===== config.mk =====
export PLATFORM = sky130hd
export DESIGN_NAME = mem_bus_arbiter_flat
export DESIGN_NICKNAME = d
export VERILOG_FILES = /design/src/rtl/mem_bus_arbiter_if.sv /design/src/rtl/mem_bus_arbiter.sv /design/src/flat_wrapper.sv
export SDC_FILE = /design/constraint.sdc
export NUM_CORES = 1
export LEC_CHECK = 0
export BUFFER_PORTS_ARGS = -buffer_cell sky130_fd_sc_hd__buf_2
export CELL_PAD_IN_SITES_DETAIL_PLACEMENT = 1
export CELL_PAD_IN_SITES_GLOBAL_PLACEMENT = 1
export CORE_MARGIN = 2
export CORE_UTILIZATION = 36
export DETAILED_ROUTE_END_ITERATION = 12
export GPL_ROUTABILITY_DRIVEN = 1
export PLACE_DENSITY_LB_ADDON = 0.08
export SYNTH_ARGS = -nofsm -noshare
export SYNTH_HDL_FRONTEND = slang
export SYNTH_SLANG_ARGS = --single-unit

===== constraint.sdc =====
create_clock -name clk -period 5.7 [get_ports clk]
set_input_delay 0.285 -clock clk [delete_from_list [all_inputs] [get_ports clk]]
set_output_delay 0.285 -clock clk [all_outputs]
set_load 0.05 [all_outputs]

===== src/rtl/mem_bus_arbiter_if.sv =====
// mem_bus_arbiter_if: fetch/data request ports, memory port and debug grant of the arbiter
interface mem_bus_arbiter_if;
  logic        i_req;
  logic [31:0] i_addr;
  logic [31:0] i_rdata;
  logic        i_ready;
  logic        d_req;
  logic        d_we;
  logic [3:0]  d_wstrb;
  logic [31:0] d_addr;
  logic [31:0] d_wdata;
  logic [31:0] d_rdata;
  logic        d_ready;
  logic        err;
  logic        m_req;
  logic        m_we;
  logic [3:0]  m_wstrb;
  logic [31:0] m_addr;
  logic [31:0] m_wdata;
  logic [31:0] m_rdata;
  logic        m_ack;
  logic [1:0]  grant;
  modport slave (
    input  i_req, i_addr, d_req, d_we, d_wstrb, d_addr, d_wdata, m_rdata, m_ack,
    output i_rdata, i_ready, d_rdata, d_ready, err, m_req, m_we, m_wstrb, m_addr, m_wdata, grant
  );
  modport master (
    output i_req, i_addr, d_req, d_we, d_wstrb, d_addr, d_wdata, m_rdata, m_ack,
    input  i_rdata, i_ready, d_rdata, d_ready, err, m_req, m_we, m_wstrb, m_addr, m_wdata, grant
  );
endinterface


===== src/rtl/mem_bus_arbiter.sv =====
// mem_bus_arbiter: fetch/data arbiter for a single-port memory with anti-starvation and timeout
module mem_bus_arbiter #(
  parameter int STARVE_LIMIT = 4,
  parameter int TIMEOUT      = 255
) (
  input logic              clk,
  input logic              rst,
  mem_bus_arbiter_if.slave bus
);
  typedef enum logic [1:0] {IDLE, ISSUE, RESP} state_t;
  localparam logic [3:0] STARVE_MAX = 4'(STARVE_LIMIT);
  localparam logic [7:0] TMO_LAST   = 8'(TIMEOUT - 1);
  state_t      state, state_nxt;
  logic [3:0]  starve_cnt;
  logic [7:0]  tmo_cnt;
  logic        fetch_win;
  logic        tmo_hit;
  // state register
  always_ff @(posedge clk or posedge rst)
    if (rst) state <= IDLE;
    else state <= state_nxt;
  // arbitration decision, timeout detection and next state
  always_comb begin
    fetch_win = bus.i_req && (!bus.d_req || starve_cnt >= STARVE_MAX);
    tmo_hit   = !bus.m_ack && tmo_cnt == TMO_LAST;
    state_nxt = state == IDLE  ? ((bus.i_req || bus.d_req) ? ISSUE : IDLE) :
                state == ISSUE ? ((bus.m_ack || tmo_hit) ? RESP : ISSUE) : IDLE;
  end
  // latch the winner, run the memory handshake and produce the one-cycle response
  always_ff @(posedge clk or posedge rst) begin
    if (rst) begin
      bus.m_req   <= 1'b0;
      bus.m_we    <= 1'b0;
      bus.m_wstrb <= 4'h0;
      bus.m_addr  <= 32'h0;
      bus.m_wdata <= 32'h0;
      bus.i_rdata <= 32'h0;
      bus.d_rdata <= 32'h0;
      bus.i_ready <= 1'b0;
      bus.d_ready <= 1'b0;
      bus.err     <= 1'b0;
      bus.grant   <= 2'b00;
      starve_cnt  <= 4'h0;
      tmo_cnt     <= 8'h0;
    end else if (state == IDLE && state_nxt == ISSUE) begin
      bus.grant   <= fetch_win ? 2'b01 : 2'b10;
      bus.m_req   <= 1'b1;
      bus.m_we    <= !fetch_win && bus.d_we;
      bus.m_wstrb <= fetch_win ? 4'h0 : bus.d_wstrb;
      bus.m_addr  <= fetch_win ? bus.i_addr : bus.d_addr;
      bus.m_wdata <= fetch_win ? 32'h0 : bus.d_wdata;
      tmo_cnt     <= 8'h0;
      starve_cnt  <= (fetch_win || !bus.i_req) ? 4'h0 :
                     starve_cnt == 4'hF ? starve_cnt : starve_cnt + 4'h1;
    end else if (state == ISSUE) begin
      tmo_cnt <= tmo_cnt + 8'h1;
      if (state_nxt == RESP) begin
        bus.m_req   <= 1'b0;
        bus.i_ready <= bus.grant[0];
        bus.d_ready <= bus.grant[1];
        bus.err     <= tmo_hit;
        if (bus.grant[0]) bus.i_rdata <= tmo_hit ? 32'h0 : bus.m_rdata;
        if (bus.grant[1] && (tmo_hit || !bus.m_we)) bus.d_rdata <= tmo_hit ? 32'h0 : bus.m_rdata;
      end
    end else if (state == RESP) begin
      bus.i_ready <= 1'b0;
      bus.d_ready <= 1'b0;
      bus.err     <= 1'b0;
      bus.grant   <= 2'b00;
    end
  end
endmodule


===== src/flat_wrapper.sv =====
// flat-port wrapper written by rule: the top's interface ports become plain ports
module mem_bus_arbiter_flat 
#(
  parameter int STARVE_LIMIT = 4,
  parameter int TIMEOUT      = 255
)
  (clk, rst, bus_i_req, bus_i_addr, bus_d_req, bus_d_we, bus_d_wstrb, bus_d_addr, bus_d_wdata, bus_m_rdata, bus_m_ack, bus_i_rdata, bus_i_ready, bus_d_rdata, bus_d_ready, bus_err, bus_m_req, bus_m_we, bus_m_wstrb, bus_m_addr, bus_m_wdata, bus_grant);
  mem_bus_arbiter_if bus_i ();
  input logic clk;
  input logic rst;
  input wire logic [$bits(bus_i.i_req)-1:0] bus_i_req;
  input wire logic [$bits(bus_i.i_addr)-1:0] bus_i_addr;
  input wire logic [$bits(bus_i.d_req)-1:0] bus_d_req;
  input wire logic [$bits(bus_i.d_we)-1:0] bus_d_we;
  input wire logic [$bits(bus_i.d_wstrb)-1:0] bus_d_wstrb;
  input wire logic [$bits(bus_i.d_addr)-1:0] bus_d_addr;
  input wire logic [$bits(bus_i.d_wdata)-1:0] bus_d_wdata;
  input wire logic [$bits(bus_i.m_rdata)-1:0] bus_m_rdata;
  input wire logic [$bits(bus_i.m_ack)-1:0] bus_m_ack;
  output wire logic [$bits(bus_i.i_rdata)-1:0] bus_i_rdata;
  output wire logic [$bits(bus_i.i_ready)-1:0] bus_i_ready;
  output wire logic [$bits(bus_i.d_rdata)-1:0] bus_d_rdata;
  output wire logic [$bits(bus_i.d_ready)-1:0] bus_d_ready;
  output wire logic [$bits(bus_i.err)-1:0] bus_err;
  output wire logic [$bits(bus_i.m_req)-1:0] bus_m_req;
  output wire logic [$bits(bus_i.m_we)-1:0] bus_m_we;
  output wire logic [$bits(bus_i.m_wstrb)-1:0] bus_m_wstrb;
  output wire logic [$bits(bus_i.m_addr)-1:0] bus_m_addr;
  output wire logic [$bits(bus_i.m_wdata)-1:0] bus_m_wdata;
  output wire logic [$bits(bus_i.grant)-1:0] bus_grant;
  assign bus_i.i_req = bus_i_req;
  assign bus_i.i_addr = bus_i_addr;
  assign bus_i.d_req = bus_d_req;
  assign bus_i.d_we = bus_d_we;
  assign bus_i.d_wstrb = bus_d_wstrb;
  assign bus_i.d_addr = bus_d_addr;
  assign bus_i.d_wdata = bus_d_wdata;
  assign bus_i.m_rdata = bus_m_rdata;
  assign bus_i.m_ack = bus_m_ack;
  assign bus_i_rdata = bus_i.i_rdata;
  assign bus_i_ready = bus_i.i_ready;
  assign bus_d_rdata = bus_i.d_rdata;
  assign bus_d_ready = bus_i.d_ready;
  assign bus_err = bus_i.err;
  assign bus_m_req = bus_i.m_req;
  assign bus_m_we = bus_i.m_we;
  assign bus_m_wstrb = bus_i.m_wstrb;
  assign bus_m_addr = bus_i.m_addr;
  assign bus_m_wdata = bus_i.m_wdata;
  assign bus_grant = bus_i.grant;
  mem_bus_arbiter #(.STARVE_LIMIT(STARVE_LIMIT), .TIMEOUT(TIMEOUT)) u_core (.clk(clk), .rst(rst), .bus(bus_i));
endmodule

==> report_table.html <==
<table>
<tr><th>Metric</th><th>Value</th></tr>
<tr><th colspan="2">Job</th></tr>
<tr><td>MaxCap Viol Count</td><td>0</td></tr>
<tr><th colspan="2">Clock network</th></tr>
<tr><td>Worst-case clock buffer depth</td><td>2</td></tr>
<tr><td>Clk root buf</td><td>sky130_fd_sc_hd__clkbuf_16</td></tr>
<tr><td>Clock transition time at the flip-flop clock pins of the worst setup and hold paths</td><td>approximately 0.070 ns</td></tr>
<tr><td>CTS tree</td><td>yes</td></tr>
<tr><td>Number of CTS-inserted buffers</td><td>17</td></tr>
<tr><td>Post-CTS Setup Inserts</td><td>0</td></tr>
<tr><td>Number of levels the H-tree was split into</td><td>4</td></tr>
<tr><td>Insertion delay of the later-clocked pin in the worst-skew pair</td><td>approximately 0.42 ns</td></tr>
<tr><td>Count of instances resized after the clock tree is built</td><td>0</td></tr>
<tr><td>Sinks on Clock Net</td><td>about 150</td></tr>
<tr><td>Hold buffers post-CTS</td><td>0</td></tr>
<tr><th colspan="2">Logic synthesis</th></tr>
<tr><td>Area of the mapped netlist</td><td>between 0.006 and 0.007 sq mm</td></tr>
<tr><td>Post-Syn Nets</td><td>between 600 and 700</td></tr>
<tr><td>Number of standard cells after synthesis</td><td>approximately 530</td></tr>
<tr><td>Avg Synthesized Cell Area</td><td>12.0 sq um</td></tr>
<tr><td>Largest cells by area after synthesis</td><td>sky130_fd_sc_hd__dfrtp_1 (60%), sky130_fd_sc_hd__mux2i_1 (10%), sky130_fd_sc_hd__a22o_1 (9.7%)</td></tr>
<tr><td>Total of flip-flops plus latches after synthesis</td><td>about 150</td></tr>
<tr><td>Cell type contributing the most total cell area after synthesis</td><td>sky130_fd_sc_hd__dfrtp_1</td></tr>
<tr><td>Share of flip-flops with an asynchronous set or reset</td><td>100%</td></tr>
<tr><td>Number of distinct library cells after synthesis</td><td>35</td></tr>
<tr><td>Most common flop cell mapped by yosys</td><td>sky130_fd_sc_hd__dfrtp_1</td></tr>
<tr><td>Syn. warnings</td><td>0</td></tr>
<tr><td>Fraction of synthesized cell area taken by the top area cell type</td><td>60.5%</td></tr>
<tr><td>Most common cell in the synthesized netlist</td><td>sky130_fd_sc_hd__dfrtp_1</td></tr>
<tr><td>Number of flops mapped to enable cells by yosys</td><td>0</td></tr>
<tr><td>Sequential-to-total area share from yosys stat</td><td>about three fifths</td></tr>
<tr><td>Commonest cells post-synth</td><td>sky130_fd_sc_hd__dfrtp_1 (153), sky130_fd_sc_hd__inv_1 (72), sky130_fd_sc_hd__a22o_1 (70)</td></tr>
<tr><th colspan="2">Placed design</th></tr>
<tr><td>Number of port buffers</td><td>about 280</td></tr>
<tr><td>Number of placed instances, taps included</td><td>about 1,000</td></tr>
<tr><td>Placer's final routability congestion estimate</td><td>a little under 0.8</td></tr>
<tr><td>HPWL Detailed</td><td>roughly 13,000 um</td></tr>
<tr><th colspan="2">Die</th></tr>
<tr><td>Width of the chip</td><td>137 um</td></tr>
<tr><td>Site Rows</td><td>48</td></tr>
<tr><td>Starting Density</td><td>a little under two fifths</td></tr>
<tr><td>Floorplan Core Area</td><td>about 0.017 sq mm</td></tr>
<tr><td>Overall die height</td><td>137 um</td></tr>
<tr><td>Overall die area</td><td>between 0.015 and 0.02 sq mm</td></tr>
<tr><td>IO Count</td><td>between 200 and 300</td></tr>
<tr><th colspan="2">Worst setup path</th></tr>
<tr><td>Cell with the biggest individual delay on the critical path</td><td>sky130_fd_sc_hd__and3_2</td></tr>
<tr><td>Depth of the worst register-to-register path</td><td>5</td></tr>
<tr><td>Highest fanout seen on the critical path</td><td>32</td></tr>
<tr><td>Critical path data arrival time</td><td>roughly 2.9 ns</td></tr>
<tr><td>Setup Crit Path Kind</td><td>flop to flop</td></tr>
<tr><td>Peak per-stage delay on the critical path</td><td>0.94 ns</td></tr>
<tr><td>Worst Setup Start Kind</td><td>flop</td></tr>
<tr><td>Kind of end point of the critical path</td><td>flop</td></tr>
<tr><td>CP cell instances</td><td>inv_1 &gt; ha_1 &gt; nor2b_1 &gt; and3_2 &gt; mux2i_1</td></tr>
<tr><td>Data required time of the worst path</td><td>~6.0 ns</td></tr>
<tr><th colspan="2">Timing</th></tr>
<tr><td>Maximum achievable frequency</td><td>0.396 GHz</td></tr>
<tr><td>Final cycle utilization of the critical path</td><td>about 44%</td></tr>
<tr><td>Unrepaired setup endpoints after global routing</td><td>false</td></tr>
<tr><td>Pins over their slew limit</td><td>0</td></tr>
<tr><td>Final setup violating endpoints</td><td>0</td></tr>
<tr><td>Clock period minus final worst setup slack</td><td>2.52 ns</td></tr>
<tr><td>Clock tree skew after final layout</td><td>between 0.009 and 0.01 ns</td></tr>
<tr><td>Fin Setup TNS</td><td>0 ns</td></tr>
<tr><td>Worst-Margin Slew</td><td>roughly 1.1 ns</td></tr>
<tr><td>Worst slew margin relative to its limit</td><td>28.8%</td></tr>
<tr><td>Final count of hold timing violations</td><td>0</td></tr>
<tr><th colspan="2">GRT</th></tr>
<tr><td>Overflow after GRT</td><td>0</td></tr>
<tr><td>Wire length of the first global-routing pass</td><td>roughly 28,000 um</td></tr>
<tr><td>Combined global-route utilization of all metal layers</td><td>between 10% and 20%</td></tr>
<tr><td>Vias in the first global route</td><td>5,411</td></tr>
<tr><td>Largest net degree at the start of global routing</td><td>103</td></tr>
<tr><td>Antenna violations before repair</td><td>0</td></tr>
<tr><th colspan="2">Layout</th></tr>
<tr><td>Fin cells</td><td>approximately 1,000</td></tr>
<tr><td>Number of nets in the layout</td><td>940</td></tr>
<tr><td>Synth-to-layout area growth</td><td>33.5%</td></tr>
<tr><td>Fraction of layout cells with a size suffix above 1</td><td>39.4%</td></tr>
<tr><th colspan="2">Drt</th></tr>
<tr><td>Total via count after detailed routing</td><td>a little over 5,000</td></tr>
<tr><td>First-iteration detailed-routing DRC count</td><td>171</td></tr>
<tr><td>Vias per std cell</td><td>a little under 5</td></tr>
<tr><td>DRC violations left</td><td>0</td></tr>
<tr><td>Post-DRT Antenna Nets</td><td>0</td></tr>
<tr><td>Final wirelength</td><td>roughly 18,000 um</td></tr>
<tr><td>WL per Instance</td><td>17.6 um</td></tr>
<tr><td>1st-pass router iterations</td><td>4</td></tr>
<tr><th colspan="2">Pwr</th></tr>
<tr><td>Worst IR drop on VDD</td><td>295 uV</td></tr>
<tr><td>Pwr per Cell Area</td><td>723 mW/mm^2</td></tr>
<tr><td>Cell leakage power</td><td>about 4.8 nW</td></tr>
<tr><th colspan="2">Worst hold path</th></tr>
<tr><td>Worst hold-check path type</td><td>primary input to flop</td></tr>
<tr><td>Worst hold stages</td><td>2</td></tr>
<tr><th colspan="2">Status</th></tr>
<tr><td>Outcome</td><td>completed</td></tr>
</table>
==> layer usage <==
layer | vias up | global-route usage, % | wire [um] | share of wire (%)
met4 | 0 | 7.93 | 357 | 2.0
met2 | 182 | 32.7 | 8920 | 49
met3 | 25 | 6.22 | 1380 | 7.6
met1 | 2503 | 23.3 | 7540 | 41
li1 | 2333 | - | - | -
met5 | - | 0 | 0 | 0
==> final cells by class <==
class	instances	area [sq um]
diodes	1	2.50
inverters	72	275
clock buffers	18	429
well taps	225	282
flip-flops and latches	153	3830
fillers	1931	8790
clock inverters	14	116
multi-input cells	271	2090
repair buffers	281	1420
==> worst max-delay path: cells and delay by family, from the launching register on <==
kind | cells | cell delay (ns)
fa+ha+maj | 1 | 0.40
mux | 1 | 0.29
buf+inv | 1 | 0.08
flops | 1 | 0.38
simple gates | 2 | 1.26
==> layout by cell type (no fill, tap or decap), types with 3 or more instances in the layout <==
cell and instances:
sky130_fd_sc_hd__a21oi_1 5, sky130_fd_sc_hd__a22o_1 70, sky130_fd_sc_hd__clkinv_4 4, sky130_fd_sc_hd__inv_6 5, sky130_fd_sc_hd__buf_4 5, sky130_fd_sc_hd__o21ai_0 3
sky130_fd_sc_hd__inv_1 71, sky130_fd_sc_hd__ha_1 6, sky130_fd_sc_hd__nand2_1 45, sky130_fd_sc_hd__mux2i_1 64, sky130_fd_sc_hd__xor2_1 3, sky130_fd_sc_hd__a21o_1 32
sky130_fd_sc_hd__or3_1 3, sky130_fd_sc_hd__buf_2 276, sky130_fd_sc_hd__clkinvlp_4 4, sky130_fd_sc_hd__dfrtp_1 153, sky130_fd_sc_hd__clkbuf_16 17, sky130_fd_sc_hd__nand4_1 4
sky130_fd_sc_hd__nor2_1 11
==> worst paths after layout <==
kind	start	slack (ns)	endpoint
setup reg to reg	u_core.state[1]	3.18	u_core.bus.i_rdata[8]
min in group asynchronous	rst	0.07	u_core.bus.d_rdata[1]
setup / recovery	u_core.state[1]	3.18	u_core.bus.i_rdata[8]
hold / removal	bus_d_addr[31]	0.06	u_core.bus.m_addr[31]
hold reg to reg	u_core.bus.m_wstrb[2]	0.50	u_core.bus.m_wstrb[2]
max in group asynchronous	rst	4.35	u_core.starve_cnt[1]
==> logic make-up after synthesis <==
group | after synthesis | synth area share [%]
simple gates | 73 | 4.92
compound gates | 122 | 15.6
xor+xnor | 5 | 0.692
buf+inv | 105 | 6.84
fa+ha+maj | 6 | 1.19
mux | 65 | 10.3
flops | 153 | 60.5
==> stage by stage <==
stage	instance area [sq um]	setup slack (ns)	total power [mW]	utilization, %	hold WS, ns
final	8450	3.18	6.10	49.0	0.0599
after floorplan	6330	1.29	4.27	-	0.401
after detailed placement	7900	3.13	5.10	45.8	0.488
after global routing	8440	2.90	6.43	49.0	0.0486
after global placement	7900	3.26	5.01	45.8	0.481
after CTS	8440	3.12	6.18	49.0	0.0431
==> report_power, final <==
part	total, mW	internal [mW]	switching [mW]	leakage (nW)
sequential	1.85	1.57	0.286	1.83
clock	1.05	0.566	0.483	0.256
combinational	3.20	0.817	2.38	2.74
==> sequential cells by signal (all words and copies together), names as in the netlist <==
signal	cells
u_core.bus.d_ready	1
u_core.state	2
u_core.bus.m_wstrb	4
u_core.bus.m_wdata	32
u_core.bus.grant	2
u_core.bus.i_ready	1
u_core.bus.m_addr	32
u_core.tmo_cnt	8
u_core.bus.m_we	1
u_core.bus.err	1
u_core.starve_cnt	4
u_core.bus.d_rdata	32
u_core.bus.i_rdata	32
u_core.bus.m_req	1
No activity file was read; power rests on OpenSTA's default activity.
